### config.mk
export PLATFORM = sky130hd
export DESIGN_NAME = fetch_decode_unit_flat
export DESIGN_NICKNAME = d
export VERILOG_FILES = /design/src/rtl/fsm_pkg.sv /design/src/rtl/fetch_decode_unit_if.sv /design/src/rtl/op_classify.sv /design/src/rtl/fetch_decode_unit.sv /design/src/flat_wrapper.sv
export SDC_FILE = /design/constraint.sdc
export NUM_CORES = 1
export LEC_CHECK = 0
export BUFFER_PORTS_ARGS = -buffer_cell sky130_fd_sc_hd__buf_2
export CAP_MARGIN = 20
export CORE_UTILIZATION = 30
export CTS_BUF_LIST = sky130_fd_sc_hd__clkbuf_8
export CTS_CLUSTER_SIZE = 16
export DETAILED_ROUTE_END_ITERATION = 10
export MAX_ROUTING_LAYER = met4
export PLACE_DENSITY = 0.58
export SYNTH_ARGS = -nofsm -noshare
export SYNTH_HDL_FRONTEND = slang
export SYNTH_SLANG_ARGS = --single-unit
### constraint.sdc
create_clock -name clk -period 3 [get_ports clk]
set_input_delay 0.6 -clock clk [delete_from_list [all_inputs] [get_ports clk]]
set_output_delay 0.6 -clock clk [all_outputs]
set_load 0.02 [all_outputs]
### src/rtl/fsm_pkg.sv
// Shared constants for the FSM processor: phase codes, opcodes and ALU-op encoding.
package fsm_pkg;

  localparam logic [2:0] PH_FETCH  = 3'b000;
  localparam logic [2:0] PH_DECODE = 3'b001;
  localparam logic [2:0] PH_EXEC   = 3'b010;
  localparam logic [2:0] PH_SHORT  = 3'b011;
  localparam logic [2:0] PH_WB     = 3'b100;

  localparam logic [3:0] OP_NOP  = 4'h0;
  localparam logic [3:0] OP_LDI  = 4'h1;
  localparam logic [3:0] OP_ADD  = 4'h2;
  localparam logic [3:0] OP_SUB  = 4'h3;
  localparam logic [3:0] OP_JMP  = 4'h4;
  localparam logic [3:0] OP_JZ   = 4'h5;
  localparam logic [3:0] OP_HALT = 4'h6;
  localparam logic [3:0] OP_AND  = 4'h7;

  typedef enum logic [1:0] {
    ALU_LDI = 2'b00,
    ALU_ADD = 2'b01,
    ALU_SUB = 2'b10,
    ALU_AND = 2'b11
  } alu_op_e;

endpackage

### src/rtl/fetch_decode_unit_if.sv
// Bus between the fetch/decode unit, the phase controller, program ROM and datapath.
interface fetch_decode_unit_if #(
  parameter int ADDR_W  = 8,
  parameter int INSTR_W = 16
);
  logic [2:0]         state;
  logic [INSTR_W-1:0] rom_data;
  logic               flag_z;
  logic [ADDR_W-1:0]  rom_addr;
  logic               short_op;
  logic               instr_valid;
  logic               alu_en;
  logic               wb_en;
  logic [1:0]         alu_op;
  logic [ADDR_W-1:0]  imm;
  logic               halted;
  logic               illegal;
  logic [15:0]        retired;

  modport master (
    output state, rom_data, flag_z,
    input  rom_addr, short_op, instr_valid, alu_en, wb_en, alu_op, imm,
           halted, illegal, retired
  );

  modport slave (
    input  state, rom_data, flag_z,
    output rom_addr, short_op, instr_valid, alu_en, wb_en, alu_op, imm,
           halted, illegal, retired
  );
endinterface

### src/rtl/op_classify.sv
// Combinational opcode classifier. Illegal opcodes take the short path, so is_short covers them.
module op_classify
  import fsm_pkg::*;
(
  input  logic [3:0] opcode,
  output logic       is_short,
  output logic       is_illegal,
  output logic [1:0] alu_op
);

  always_comb begin
    is_short   = 1'b0;
    is_illegal = 1'b0;
    alu_op     = ALU_LDI;
    case (opcode)
      OP_NOP, OP_JMP, OP_JZ, OP_HALT: is_short = 1'b1;
      OP_LDI: alu_op = ALU_LDI;
      OP_ADD: alu_op = ALU_ADD;
      OP_SUB: alu_op = ALU_SUB;
      OP_AND: alu_op = ALU_AND;
      default: begin
        is_short   = 1'b1;
        is_illegal = 1'b1;
      end
    endcase
  end

endmodule

### src/rtl/fetch_decode_unit.sv
// Fetch/decode unit: owns PC, IR and retirement counter; acts on the controller's phase code.
module fetch_decode_unit
  import fsm_pkg::*;
#(
  parameter int                ADDR_W   = 8,
  parameter int                INSTR_W  = 16,
  parameter logic [ADDR_W-1:0] RESET_PC = '0
) (
  input logic                clk,
  input logic                rst,
  fetch_decode_unit_if.slave bus
);

  logic [ADDR_W-1:0]  pc_reg;
  logic [INSTR_W-1:0] ir_reg;
  logic [1:0]         alu_op_reg;
  logic               aligned_reg;
  logic               halted_reg;
  logic               illegal_reg;
  logic [15:0]        retired_reg;

  logic               rom_is_short, rom_is_illegal;
  logic [1:0]         rom_alu_op;
  logic               ir_is_short, ir_is_illegal;
  logic [1:0]         ir_alu_op;

  logic [ADDR_W-1:0]  pc_inc_next;
  logic [ADDR_W-1:0]  target;
  logic [15:0]        retired_next;
  logic               fetch_ok, run, ir_long;
  logic               unused_bits;

  op_classify u_rom_class (
    .opcode     (bus.rom_data[INSTR_W-1 -: 4]),
    .is_short   (rom_is_short),
    .is_illegal (rom_is_illegal),
    .alu_op     (rom_alu_op)
  );

  op_classify u_ir_class (
    .opcode     (ir_reg[INSTR_W-1 -: 4]),
    .is_short   (ir_is_short),
    .is_illegal (ir_is_illegal),
    .alu_op     (ir_alu_op)
  );

  assign unused_bits  = ^{rom_is_illegal, rom_alu_op, ir_reg[INSTR_W-5:ADDR_W]};

  assign pc_inc_next  = pc_reg + ADDR_W'(1);
  assign target       = ir_reg[ADDR_W-1:0];
  assign retired_next = (retired_reg == 16'hFFFF) ? retired_reg : retired_reg + 16'd1;
  assign ir_long      = !ir_is_short;

  // A FETCH is honoured even before alignment; every other phase needs aligned_reg.
  assign fetch_ok = !rst && !halted_reg && (bus.state == PH_FETCH);
  assign run      = !rst && !halted_reg && aligned_reg;

  assign bus.instr_valid = fetch_ok;
  assign bus.short_op    = fetch_ok && rom_is_short;
  assign bus.alu_en      = run && (bus.state == PH_EXEC) && ir_long;
  assign bus.wb_en       = run && (bus.state == PH_WB) && ir_long;
  assign bus.rom_addr    = pc_reg;
  assign bus.imm         = ir_reg[ADDR_W-1:0];
  assign bus.alu_op      = alu_op_reg;
  assign bus.halted      = halted_reg;
  assign bus.illegal     = illegal_reg;
  assign bus.retired     = retired_reg;

  always_ff @(posedge clk) begin
    if (rst) begin
      pc_reg      <= RESET_PC;
      ir_reg      <= '0;
      alu_op_reg  <= ALU_LDI;
      aligned_reg <= 1'b0;
      halted_reg  <= 1'b0;
      illegal_reg <= 1'b0;
      retired_reg <= '0;
    end else if (!halted_reg) begin
      case (bus.state)
        PH_FETCH: begin
          aligned_reg <= 1'b1;
          ir_reg      <= bus.rom_data;
        end
        PH_DECODE: begin
          if (aligned_reg && ir_long) alu_op_reg <= ir_alu_op;
        end
        PH_WB: begin
          if (aligned_reg && ir_long) begin
            pc_reg      <= pc_inc_next;
            retired_reg <= retired_next;
          end
        end
        // Short path: mismatched (long) opcodes here leave all state untouched.
        PH_SHORT: begin
          if (aligned_reg && ir_is_short) begin
            retired_reg <= retired_next;
            case (ir_reg[INSTR_W-1 -: 4])
              OP_JMP:  pc_reg     <= target;
              OP_JZ:   pc_reg     <= bus.flag_z ? target : pc_inc_next;
              OP_HALT: halted_reg <= 1'b1;
              default: begin
                pc_reg <= pc_inc_next;
                if (ir_is_illegal) illegal_reg <= 1'b1;
              end
            endcase
          end
        end
        default: ;
      endcase
    end
  end

endmodule

### src/flat_wrapper.sv
// flat-port wrapper written by rule: the top's interface ports become plain ports
module fetch_decode_unit_flat import fsm_pkg::*;
#(
  parameter int                ADDR_W   = 8,
  parameter int                INSTR_W  = 16,
  parameter logic [ADDR_W-1:0] RESET_PC = '0
)
  (clk, rst, bus_state, bus_rom_data, bus_flag_z, bus_rom_addr, bus_short_op, bus_instr_valid, bus_alu_en, bus_wb_en, bus_alu_op, bus_imm, bus_halted, bus_illegal, bus_retired);
  fetch_decode_unit_if #(.ADDR_W(ADDR_W), .INSTR_W(INSTR_W)) bus_i ();
  input logic clk;
  input logic rst;
  input wire logic [$bits(bus_i.state)-1:0] bus_state;
  input wire logic [$bits(bus_i.rom_data)-1:0] bus_rom_data;
  input wire logic [$bits(bus_i.flag_z)-1:0] bus_flag_z;
  output wire logic [$bits(bus_i.rom_addr)-1:0] bus_rom_addr;
  output wire logic [$bits(bus_i.short_op)-1:0] bus_short_op;
  output wire logic [$bits(bus_i.instr_valid)-1:0] bus_instr_valid;
  output wire logic [$bits(bus_i.alu_en)-1:0] bus_alu_en;
  output wire logic [$bits(bus_i.wb_en)-1:0] bus_wb_en;
  output wire logic [$bits(bus_i.alu_op)-1:0] bus_alu_op;
  output wire logic [$bits(bus_i.imm)-1:0] bus_imm;
  output wire logic [$bits(bus_i.halted)-1:0] bus_halted;
  output wire logic [$bits(bus_i.illegal)-1:0] bus_illegal;
  output wire logic [$bits(bus_i.retired)-1:0] bus_retired;
  assign bus_i.state = bus_state;
  assign bus_i.rom_data = bus_rom_data;
  assign bus_i.flag_z = bus_flag_z;
  assign bus_rom_addr = bus_i.rom_addr;
  assign bus_short_op = bus_i.short_op;
  assign bus_instr_valid = bus_i.instr_valid;
  assign bus_alu_en = bus_i.alu_en;
  assign bus_wb_en = bus_i.wb_en;
  assign bus_alu_op = bus_i.alu_op;
  assign bus_imm = bus_i.imm;
  assign bus_halted = bus_i.halted;
  assign bus_illegal = bus_i.illegal;
  assign bus_retired = bus_i.retired;
  fetch_decode_unit #(.ADDR_W(ADDR_W), .INSTR_W(INSTR_W), .RESET_PC(RESET_PC)) u_core (.clk(clk), .rst(rst), .bus(bus_i));
endmodule
Yosys cells after proc, flatten, opt, wreduce, memory -nomap -nowiden
Cells that the tools add are included.
{"block": "classes", "addsub": 2, "n_mul": 0, "n_div": 0, "n_lt_le_gt_ge": 0, "eq_ne": 19, "n_shift": 0, "muxes": 16, "bitwise": 3, "n_reduce_logical": 24}
{"operator": "$mux 16", "n": 3}
{"operator": "$pmux 16 s2", "n": 1}
{"operator": "$mux 8", "n": 3}
{"operator": "$pmux 8 s3", "n": 1}
{"operator": "$eq 4x3->1 const B", "n": 5}
{"operator": "$add 16x1->16 const B", "n": 1}
{"operator": "$eq 16x16->1 const B", "n": 1}
{"operator": "$eq 4x2->1 const B", "n": 4}
{"operator": "$pmux 8 s2", "n": 1}
{"operator": "$logic_and 1x1->1", "n": 10}
{"operator": "$reduce_and 5->1", "n": 2}
{"operator": "$add 8x1->8 const B", "n": 1}
{"operator": "$eq 4x1->1 const B", "n": 2}
{"operator": "$reduce_or 4->1", "n": 2}
{"operator": "$reduce_or 8->1", "n": 1}
{"operator": "$eq 3x2->1 const B", "n": 2}
{"operator": "$mux 1", "n": 6}
{"operator": "$pmux 2 s3", "n": 1}
{"operator": "$logic_not 4->1", "n": 1}
{"operator": "$ne 2x2->1 const B", "n": 2}
{"operator": "$reduce_and 4->1", "n": 1}
{"operator": "$eq 3x1->1 const B", "n": 1}
{"operator": "$eq 3x3->1 const B", "n": 1}
{"operator": "$logic_not 3->1", "n": 1}
{"operator": "other kinds (7)", "n": 10}
{"block": "word_totals", "regBits": 45, "latchBits": 0, "mem_bits_rw": 0, "mem_bits_ro": 0, "elab_cells": 71, "mem_count": 0}

Logic depth before layout (Yosys ltp)
{"block": "logic_depth", "word_depth": 7, "ltp_mapped": 9}

Cells and area by module
A second synthesis with hierarchy kept.
{"block": "unflattened", "cells_unflattened": 280, "area_unflattened_um2": 2289.7}
{"module": "fetch_decode_unit", "instances": 1, "cells_each": 264, "area_per_inst_um2": 2189.6}
{"module": "op_classify", "instances": 2, "cells_each": 8, "area_per_inst_um2": 50.0}

Worst setup path before layout
No wires, ideal clock.
{"block": "synth_timing", "path_type": "register to output", "start": "register u_core.ir_reg[13]", "end": "output port bus_alu_en", "arrival_ns": 1.631, "required_ns": 2.400, "path_slack_ns": 0.769, "path_stages_with_launch": 5, "n_path_buf": 0, "path_cell_list": "dfxtp_1 > or3b_1 > o31ai_4 > nand2_1 > nor4_1"}
{"block": "synth_via", "elab_chain_len": 3}
{"item": "start, declared", "line": "fetch_decode_unit.sv:15", "text": "logic [INSTR_W-1:0] ir_reg;"}
{"item": "start signal, assigned", "line": "fetch_decode_unit.sv:82", "text": "ir_reg <= bus.rom_data;"}
{"item": "$eq 4x3->1, or another cell as far along", "line": "op_classify.sv:15", "text": "case (opcode)"}
{"item": "$reduce_or 4->1 (no line) *"}
{"item": "$logic_and 1x1->1 *", "line": "fetch_decode_unit.sv:60", "text": "assign bus.alu_en = run && (bus.state == PH_EXEC) && ir_long;"}
{"item": "end, declared", "line": "flat_wrapper.sv:18", "text": "output wire logic [$bits(bus_i.alu_en)-1:0] bus_alu_en;"}
Mark *: on every way between the ends. The rest lies on a longest branch, timed or not.

Worst setup path in the final report
{"block": "layout_timing", "start": "register u_core.ir_reg[12]", "end": "output port bus_alu_en"}
The elaborated chain is that of the path after synthesis.

==> summary.md <==
| Metric | Value |
|---|---|
| Status | `complete, no violations` |
| Vias/cell | `5.13` |
| WL met3 | `193 um` |
| # Post-CTS Setup Buffers | `0` |
| Fin Setup TNS | `0 ns` |
| Largest net degree at the start of global routing | `43` |
| Wl on met1 | `2.59 mm` |
| CTS H-Tree Depth | `2` |
| DR top layer | `met4` |
| Wire length on met2 | `2.53 mm` |
| Later-pin clock latency in the skew report | `0.30 ns` |
| Worst clock skew | `0.00671 ns` |
| Arr. time, crit path | `1.78 ns` |
| Global placement routability congestion | `0.786` |
| Power, Total | `1060 uW` |
| Io pins | `62` |
| Routed Antenna Nets | `0` |
| DRC | `0` |
| Top cells by area, synth | `dfxtp_1, a21oi_1, nand2_1` |
| Leak | `0.000994 uW` |
| Post-Synthesis Cells | `280` |
| Layout net count | `350` |
| Vias in the first global route | `1,972` |
| DP Area | `2520 um2` |
| RSZ-0062 raised after global routing | `false` |
| Final setup vio count | `0` |
| Pwr/cell area | `404 nW/um2` |
| Chip Width | `87.2 um` |
| Starting Density | `31.5%` |
| Yosys top cell area share | `37.7%` |
| Root Buffer | `clkbuf_8` |
| Fmax | `420 MHz` |
| Hold-fix buffers, CTS | `0` |
| Area Growth Syn to Fin | `20.8%` |
| First-pass GRT wire length | `8.94 mm` |
| Average cell area after synthesis | `7.77 um2` |
| Worst slew margin | `62.0%` |
| Clock tree from TritonCTS | `built` |
| Fraction of layout cells with a size suffix above 1 | `24.2%` |
| DIE AREA | `7600 um2` |
| Asr flop ratio synth | `0%` |
| Seq cells post-synth | `41` |
| Total GRT Usage | `15.4%` |
| Clock transition at path regs | `0.08 ns` |
| CTS Buf Count | `5` |
| DP HPWL | `3.69 mm` |
| Most common cell in the netlist | `nand2_1` |
| Grt ovf | `0` |
| Commonest cells post-synth | `nand2_1, dfxtp_1, a21oi_1` |
| Via count | `2,163` |
| Post-Syn Nets | `304` |
| Post-Syn Area | `2180 um2` |
| Post-cts resize count | `0` |
| DRT iter0 DRCs | `64` |
| Max reg flops | `16` |
| Clock sink count | `41` |
| Max-slew violation count | `0` |
| Initial antenna violation count | `0` |
| Number of iterations in the first detailed-routing pass | `4` |
| Unique masters post-synth | `40` |
| Std cell rows | `30` |
| Max clock buf depth | `2` |
| Crit Path Max Fanout | `6` |
| Ys Warns | `0` |
| Core ar. | `6910 um2` |
| Die Y-Extent | `87.2 um` |
| Pre-CTS WS | `0.664 ns` |
| Kind of critical path | `reg2out` |
| Detailed Route WL | `5.39 mm` |
| Crit path launch type | `register` |
| Number of port buffers | `57` |
| Critical path endpoint category | `output pin` |
| Top FF cell, synth | `dfxtp_1` |
| Max-Cap Viols | `0` |
| HP Class | `reg2reg` |
| Drt wl/cell | `12.8 um` |
| N_diodes | `0` |
| EDFF count, synth | `0` |
| Slew at the pin with the worst max-slew slack | `0.566 ns` |
| Register area share after synthesis | `37.7%` |
| WHS | `0.460 ns` |
| Cell accounting for the most synthesized area | `dfxtp_1` |
| Minimum clock period | `2.38 ns` |
| Finished Cell Area | `2630 um2` |
| Share of the clock period used by the worst path | `79.3%` |
| Final Hold Viols | `0` |
| Critical Path RT | `2.40 ns` |
| Peak supply drop | `0.187 mV` |
| PnR worst setup slack | `0.622 ns` |
## metrics by stage
stage / instances / utilization [%]
6_report: 422 / 38.1
3_5_place_dp: 415 / 36.6
3_3_place_gp: 415 / 36.6
4_1_cts: 422 / 38.1
2_1_floorplan: 280 / -
5_1_grt: 422 / 38.1
## power by group
| part | total, uW | internal, uW | leakage, uW | switching [uW] |
|---|---|---|---|---|
| logic | 69.8 | 26.2 | 0.000609 | 43.6 |
| registers | 557 | 550 | 0.000331 | 6.84 |
| clock network | 434 | 242 | 0.0000540 | 192 |
## per-layer routing
| metal | vias to the layer above | track usage [%] |
|---|---|---|
| met3 | 8 | 2.94 |
| met1 | 1006 | 18.4 |
| met2 | 44 | 25.7 |
| li1 | 1105 | - |
| met4 | 0 | 6.11 |
| met5 | - | - |
## final timing paths
check / startpoint / to / slack [ns] / cells past startpoint
worst min register to register: u_core.bus.alu_op[0] / u_core.bus.alu_op[0] / 0.46 / 2
worst max-delay path: u_core.ir_reg[12] / bus_alu_en / 0.62 / 5
worst min-delay path: u_core.bus.alu_op[0] / u_core.bus.alu_op[0] / 0.46 / 2
worst max register to register: u_core.bus.retired[0] / u_core.bus.retired[15] / 0.82 / 7
## cells by family (layout without fill, tap and decap cells)
logic type	Yosys count	count (layout)	share of synthesized area [%]
buffers and inverters	32	78	7.30
adder cells (fa/ha/maj)	2	2	1.15
multiplexers	5	5	2.42
AND/OR/NAND/NOR	121	121	28.6
XOR/XNOR	1	1	0.403
flip-flops	41	41	37.7
AO/OA/AOI/OAI	78	78	22.4
## critical path, cell delays in order, from the launching register on
cell and delay, ns:
dfxtp_1 0.44, inv_1 0.12, o31ai_4 0.39, nand2_1 0.12
nor4_1 0.22, buf_2 0.20
## cell type report
type	instances	area [um2]
Tap cell	96	120
Inverter	7	26.3
Clock buffer	5	68.8
Clock inverter	2	35.0
Timing Repair Buffer	64	338
Fill cell	759	4280
Sequential cell	41	821
Multi-Input combinational cell	207	1220
## layout by cell type (no fill, tap or decap), drive strengths merged, types with 2 or more instances in the layout
master / count
or3: 7
nor2: 18
o21a: 3
nand2b: 3
nand2: 43
a311oi: 2
or3b: 2
o21ai: 16
o41ai: 2
nor3: 5
nand4: 4
mux2: 2
nor4: 3
clkbuf: 5
a211o: 6
nor2b: 6
ha: 2
o31ai: 10
mux2i: 3
or4: 12
and3: 4
a21oi: 36
nand3: 9
buf: 64
inv: 7
dfxtp: 41
(Power assumes the default switching activity.)
